[config.mk]
export PLATFORM = sky130hd
export DESIGN_NAME = bitwise
export DESIGN_NICKNAME = d
export VERILOG_FILES = /design/src/rtl/bitwise_pkg.sv /design/src/rtl/bitwise_reduce.sv /design/src/rtl/bitwise.sv
export SDC_FILE = /design/constraint.sdc
export NUM_CORES = 1
export LEC_CHECK = 0
export ABC_AREA = 1
export CAP_MARGIN = 20
export CORE_AREA = 2 2 39 41
export CTS_CLUSTER_SIZE = 10
export DETAILED_ROUTE_END_ITERATION = 16
export DIE_AREA = 0 0 41 43
export GPL_TIMING_DRIVEN = 0
export PLACE_DENSITY = 0.61
export SLEW_MARGIN = 20
export SYNTH_ARGS = -nofsm -noshare
export SYNTH_HDL_FRONTEND = slang
export SYNTH_HIERARCHICAL = 1
export SYNTH_SLANG_ARGS = --single-unit
[constraint.sdc]
create_clock -name clk -period 0.8 [get_ports clk]
set_input_delay 0.08 -clock clk [delete_from_list [all_inputs] [get_ports clk]]
set_output_delay 0.08 -clock clk [all_outputs]
set_load 0.005 [all_outputs]
[src/rtl/bitwise_pkg.sv]
// Shared types and the per-bit operation helper for the bitwise logic unit.
// Optional statistics outputs are enabled with BITWISE_STATS_EN.
package bitwise_pkg;

    typedef enum logic [2:0] {
        OP_AND  = 3'd0,
        OP_OR   = 3'd1,
        OP_XOR  = 3'd2,
        OP_NAND = 3'd3,
        OP_NOR  = 3'd4,
        OP_XNOR = 3'd5,
        OP_ANDN = 3'd6,
        OP_ORN  = 3'd7
    } op_e;

    localparam int DEFAULT_WIDTH = 3;

    // Single-bit form: every op is bitwise, so callers map it over a vector.
    function automatic logic apply_op(op_e op, logic a, logic b);
        logic res;
        case (op)
            OP_AND:  res = a & b;
            OP_OR:   res = a | b;
            OP_XOR:  res = a ^ b;
            OP_NAND: res = ~(a & b);
            OP_NOR:  res = ~(a | b);
            OP_XNOR: res = ~(a ^ b);
            OP_ANDN: res = a & ~b;
            OP_ORN:  res = a | ~b;
            default: res = 1'b0;
        endcase
        return res;
    endfunction

endpackage

[src/rtl/bitwise_reduce.sv]
// Combinational reductions of a result vector: any-set, popcount, parity.
// Popcount and parity exist only when BITWISE_STATS_EN is defined.
module bitwise_reduce
    import bitwise_pkg::*;
#(
    parameter int WIDTH = DEFAULT_WIDTH,
    localparam int CW   = $clog2(WIDTH + 1)
) (
    input  logic [WIDTH-1:0] r,
    output logic             any_set,
    output logic [CW-1:0]    cnt,
    output logic             par
);

    assign any_set = |r;

`ifdef BITWISE_STATS_EN
    always_comb begin
        cnt = '0;
        for (int i = 0; i < WIDTH; i++) begin
            cnt = cnt + CW'(r[i]);
        end
    end

    assign par = ^r;
`else
    assign cnt = '0;
    assign par = 1'b0;
`endif

endmodule

[src/rtl/bitwise.sv]
// Registered bitwise logic unit: r = x OP y with any-set, equality and stats flags.
// Statistics (cnt, par) are live only when BITWISE_STATS_EN is defined.
module bitwise
    import bitwise_pkg::*;
#(
    parameter int  WIDTH = DEFAULT_WIDTH,
    parameter op_e OP    = OP_AND,
    localparam int CW    = $clog2(WIDTH + 1)
) (
    input  logic             clk,
    input  logic             rst,
    input  logic [WIDTH-1:0] x,
    input  logic [WIDTH-1:0] y,
    output logic             z,
    output logic [WIDTH-1:0] r,
    output logic             eq,
    output logic             zero_all,
    output logic [CW-1:0]    cnt,
    output logic             par
);

    generate
        if (WIDTH < 1) begin : g_bad_width
            $error("bitwise: WIDTH must be >= 1");
        end
        case (OP)
            OP_AND, OP_OR, OP_XOR, OP_NAND,
            OP_NOR, OP_XNOR, OP_ANDN, OP_ORN: begin : g_op_ok
            end
            default: begin : g_bad_op
                $error("bitwise: illegal OP");
            end
        endcase
    endgenerate

    logic [WIDTH-1:0] r_c;
    logic             any_c;
    logic [CW-1:0]    cnt_c;
    logic             par_c;

    always_comb begin
        r_c = '0;
        for (int i = 0; i < WIDTH; i++) begin
            r_c[i] = apply_op(OP, x[i], y[i]);
        end
    end

    // Flags come from the same combinational r that is registered.
    bitwise_reduce #(
        .WIDTH (WIDTH)
    ) u_reduce (
        .r       (r_c),
        .any_set (any_c),
        .cnt     (cnt_c),
        .par     (par_c)
    );

    always_ff @(posedge clk) begin
        if (rst) begin
            z        <= 1'b0;
            r        <= '0;
            eq       <= 1'b0;
            zero_all <= 1'b1;
            cnt      <= '0;
            par      <= 1'b0;
        end else begin
            z        <= any_c;
            r        <= r_c;
            eq       <= (x == y);
            zero_all <= ~any_c;
            cnt      <= cnt_c;
            par      <= par_c;
        end
    end

endmodule

==> flow_metrics.env, run 1 <==
export IMPL_outcome="finished clean"
export IMPL_final_area_sq_um=530.5
export IMPL_die_y_microns=43
export IMPL_vdd_drop_max_v=0.0005674
export IMPL_synth_largest_area_cell="dfxtp_1"
export IMPL_io_pins=17
export IMPL_place_ws_ns=-0.2690
export IMPL_grt_pass1_vias=225
export IMPL_die_w_microns=41
export IMPL_p_leak_nw=0.3119
export IMPL_power_density_nw_per_um2=1775
export IMPL_routed_via_density=3.468
export IMPL_synth_edf_count=0
export IMPL_synth_most_common_cell="inv_1"
export IMPL_worstHoldStart="x[2]"
export IMPL_grt_max_degree=8
export IMPL_die_area_sq_um=1763
export IMPL_ant_nets=0
export IMPL_drv_slew=0
export IMPL_rows=14
export IMPL_min_period_over_period=0.9738
export IMPL_synth_area_sq_um=336.6
export IMPL_cts_sinks=9
export IMPL_synthTopCellsByCount="10 x inv_1, 9 x dfxtp_1, 8 x nor2_1"
export IMPL_whs_ns=0.2153
export IMPL_crit_type="in -> reg"
export IMPL_end_kind="flop"
export IMPL_worstPathMaxFanout=2
export IMPL_required_ns=0.95
export IMPL_port_buffers=16
export IMPL_syn_inst=40
export IMPL_vias=274
export IMPL_synthTopCellsByArea="dfxtp_1 54%, ha_1 11%, inv_1 11%"
export IMPL_post_synth_num_cell_types=9
export IMPL_path_clk_slew_ns=0.06
export IMPL_finalWorstSetupSlack_ns=0.02095
export IMPL_area_growth_pct=57.62
export IMPL_place_area_sq_um=524.3
export IMPL_fin_cells=79
export IMPL_cts_hold_fix_buffers=0
export IMPL_clk_path_buf_depth=2
export IMPL_drt_pass1_iter_count=3
export IMPL_finalWirelength_microns=574
export IMPL_fin_setup_tns_ns=0
export IMPL_gp_congestion=0.6450
export IMPL_initial_utilization=0.2432
export IMPL_fin_nets=75
export IMPL_place_inst=74
export IMPL_setup_viol=0
export IMPL_n_antenna_cell=0
export IMPL_arrival_ns=0.93
export IMPL_grt_overflow=0
export IMPL_synthArstFlopShare=0
export IMPL_seq_area_frac_synth=0.5353
export IMPL_htreeDepth=1
export IMPL_cts_root_buffer="clkbuf_4"
export IMPL_synth_seq_cells=9
export IMPL_hold_viol=0
export IMPL_routedWlPerCell_microns=7.266
export IMPL_core_region_area_sq_um=1384
export IMPL_hp_class="in -> reg"
export IMPL_yosysTopAreaCellShare=0.5353
export IMPL_track_usage=0.07553
export IMPL_yosysWarnings=6
export IMPL_drc=0
export IMPL_cp_start_kind="input port"
export IMPL_grt_pass1_wl_microns=814
export IMPL_cts_buffers=3
export IMPL_drtIter0Drc=7
export IMPL_timing_fmax_mhz=1284
export IMPL_finalCriticalPeriod_ns=0.7791
export IMPL_drive_above_1_share=0.3492
export IMPL_cp_startpoint="y[1]"
export IMPL_dp_hpwl_microns=418
export IMPL_avgSynthCellArea_sq_um=8.414
export IMPL_antenna_found_initial=0
export IMPL_ys_flop_type="dfxtp_1"
export IMPL_max_cap_viol_count=0
export IMPL_cts_tree="built"
export IMPL_grt_setup_unrepaired="false"
-- cell type report --
class,count,area (sq um)
fill,145,853.3
sequential,9,180.2
timing repair buffer,17,132.6
multi-input combinational,18,103.9
inverter,12,45.04
clock buffer,4,26.28
buffer,3,22.52
tap,16,20.02
-- per-stage QoR --
step / utilization / power [mW]
2_1_floorplan: - / 0.5463
3_5_place_dp: 0.3788 / 0.6373
6_report: 0.3834 / 0.9415
4_1_cts: 0.3689 / 0.9609
3_3_place_gp: 0.3788 / 0.6350
5_1_grt: 0.3834 / 1.008
-- sequential cells by signal (all words and copies together), names as in the netlist --
signal    count
r             3
eq            1
cnt           2
par           1
zero_all      1
z             1
-- path summary, 6_finish.rpt --
| kind | end | slack (ns) | depth (start not counted) |
|---|---|---|---|
| hold / removal | eq | 0.22 | 5 |
| setup / recovery | z | 0.02 | 6 |
-- logic make-up after synthesis --
logic type    synth area share
buf+inv                 0.2008
simple gates            0.1413
flops                   0.5353
fa+ha+maj               0.1115
other cells            0.01114
-- power breakdown --
group / total [mW] / internal (mW) / switching (mW)
logic: 0.132 / 0.0775 / 0.0549
registers: 0.476 / 0.472 / 0.00425
clock network: 0.333 / 0.191 / 0.142
total: 0.941 / 0.741 / 0.201
-- timing repair --
| action | CTS | global route |
|---|---|---|
| setup buffers | 0 | 1 |
| resized for setup | 38 | 5 |
| pin swaps | 1 | 7 |
| endpoints found under the hold margin | 0 | 0 |
| setup endpoints to repair | 10 | 2 |
-- worst max-delay path, stage by stage --
cell	delay (ns)
clkdlybuf4s50_1	0.41
ha_2	0.19
nor2_2	0.10
nand2_1	0.07
nand2_2	0.06
inv_2	0.03
-- layer usage --
metal  GRT usage  vias up  routed length, microns
met5           0        -                       0
met4      0.1000        0                      14
met3     0.03141        2                      56
met2      0.1031       12                     276
li1            -      150                       -
met1     0.06818      110                     227
-- cells in the final DEF, fill, tap and decap left out --
master	instances
nor2_2	1
ha_1	1
nand2_2	1
dlymetal6s2s_1	4
nor2_1	7
clkbuf_4	3
dfxtp_1	9
clkbuf_1	1
inv_2	2
nand2_1	3
buf_2	9
clkdlybuf4s50_1	3
inv_1	10
ha_2	2
conb_1	3
buf_4	4
(Power assumes the default switching activity.)
==> run 2: changes to the inputs <==
--- a/config.mk
+++ b/config.mk
@@ -8,10 +8,12 @@
 export ABC_AREA = 1
 export CAP_MARGIN = 20
 export CORE_AREA = 2 2 39 41
+export CTS_CLUSTER_DIAMETER = 60
 export CTS_CLUSTER_SIZE = 10
 export DETAILED_ROUTE_END_ITERATION = 16
 export DIE_AREA = 0 0 41 43
 export GPL_TIMING_DRIVEN = 0
+export HOLD_SLACK_MARGIN = 0.1
 export PLACE_DENSITY = 0.61
 export SLEW_MARGIN = 20
 export SYNTH_ARGS = -nofsm -noshare
==> results of run 2 <==
No change in the layout: final DEF, timing and power equal those of run 1.
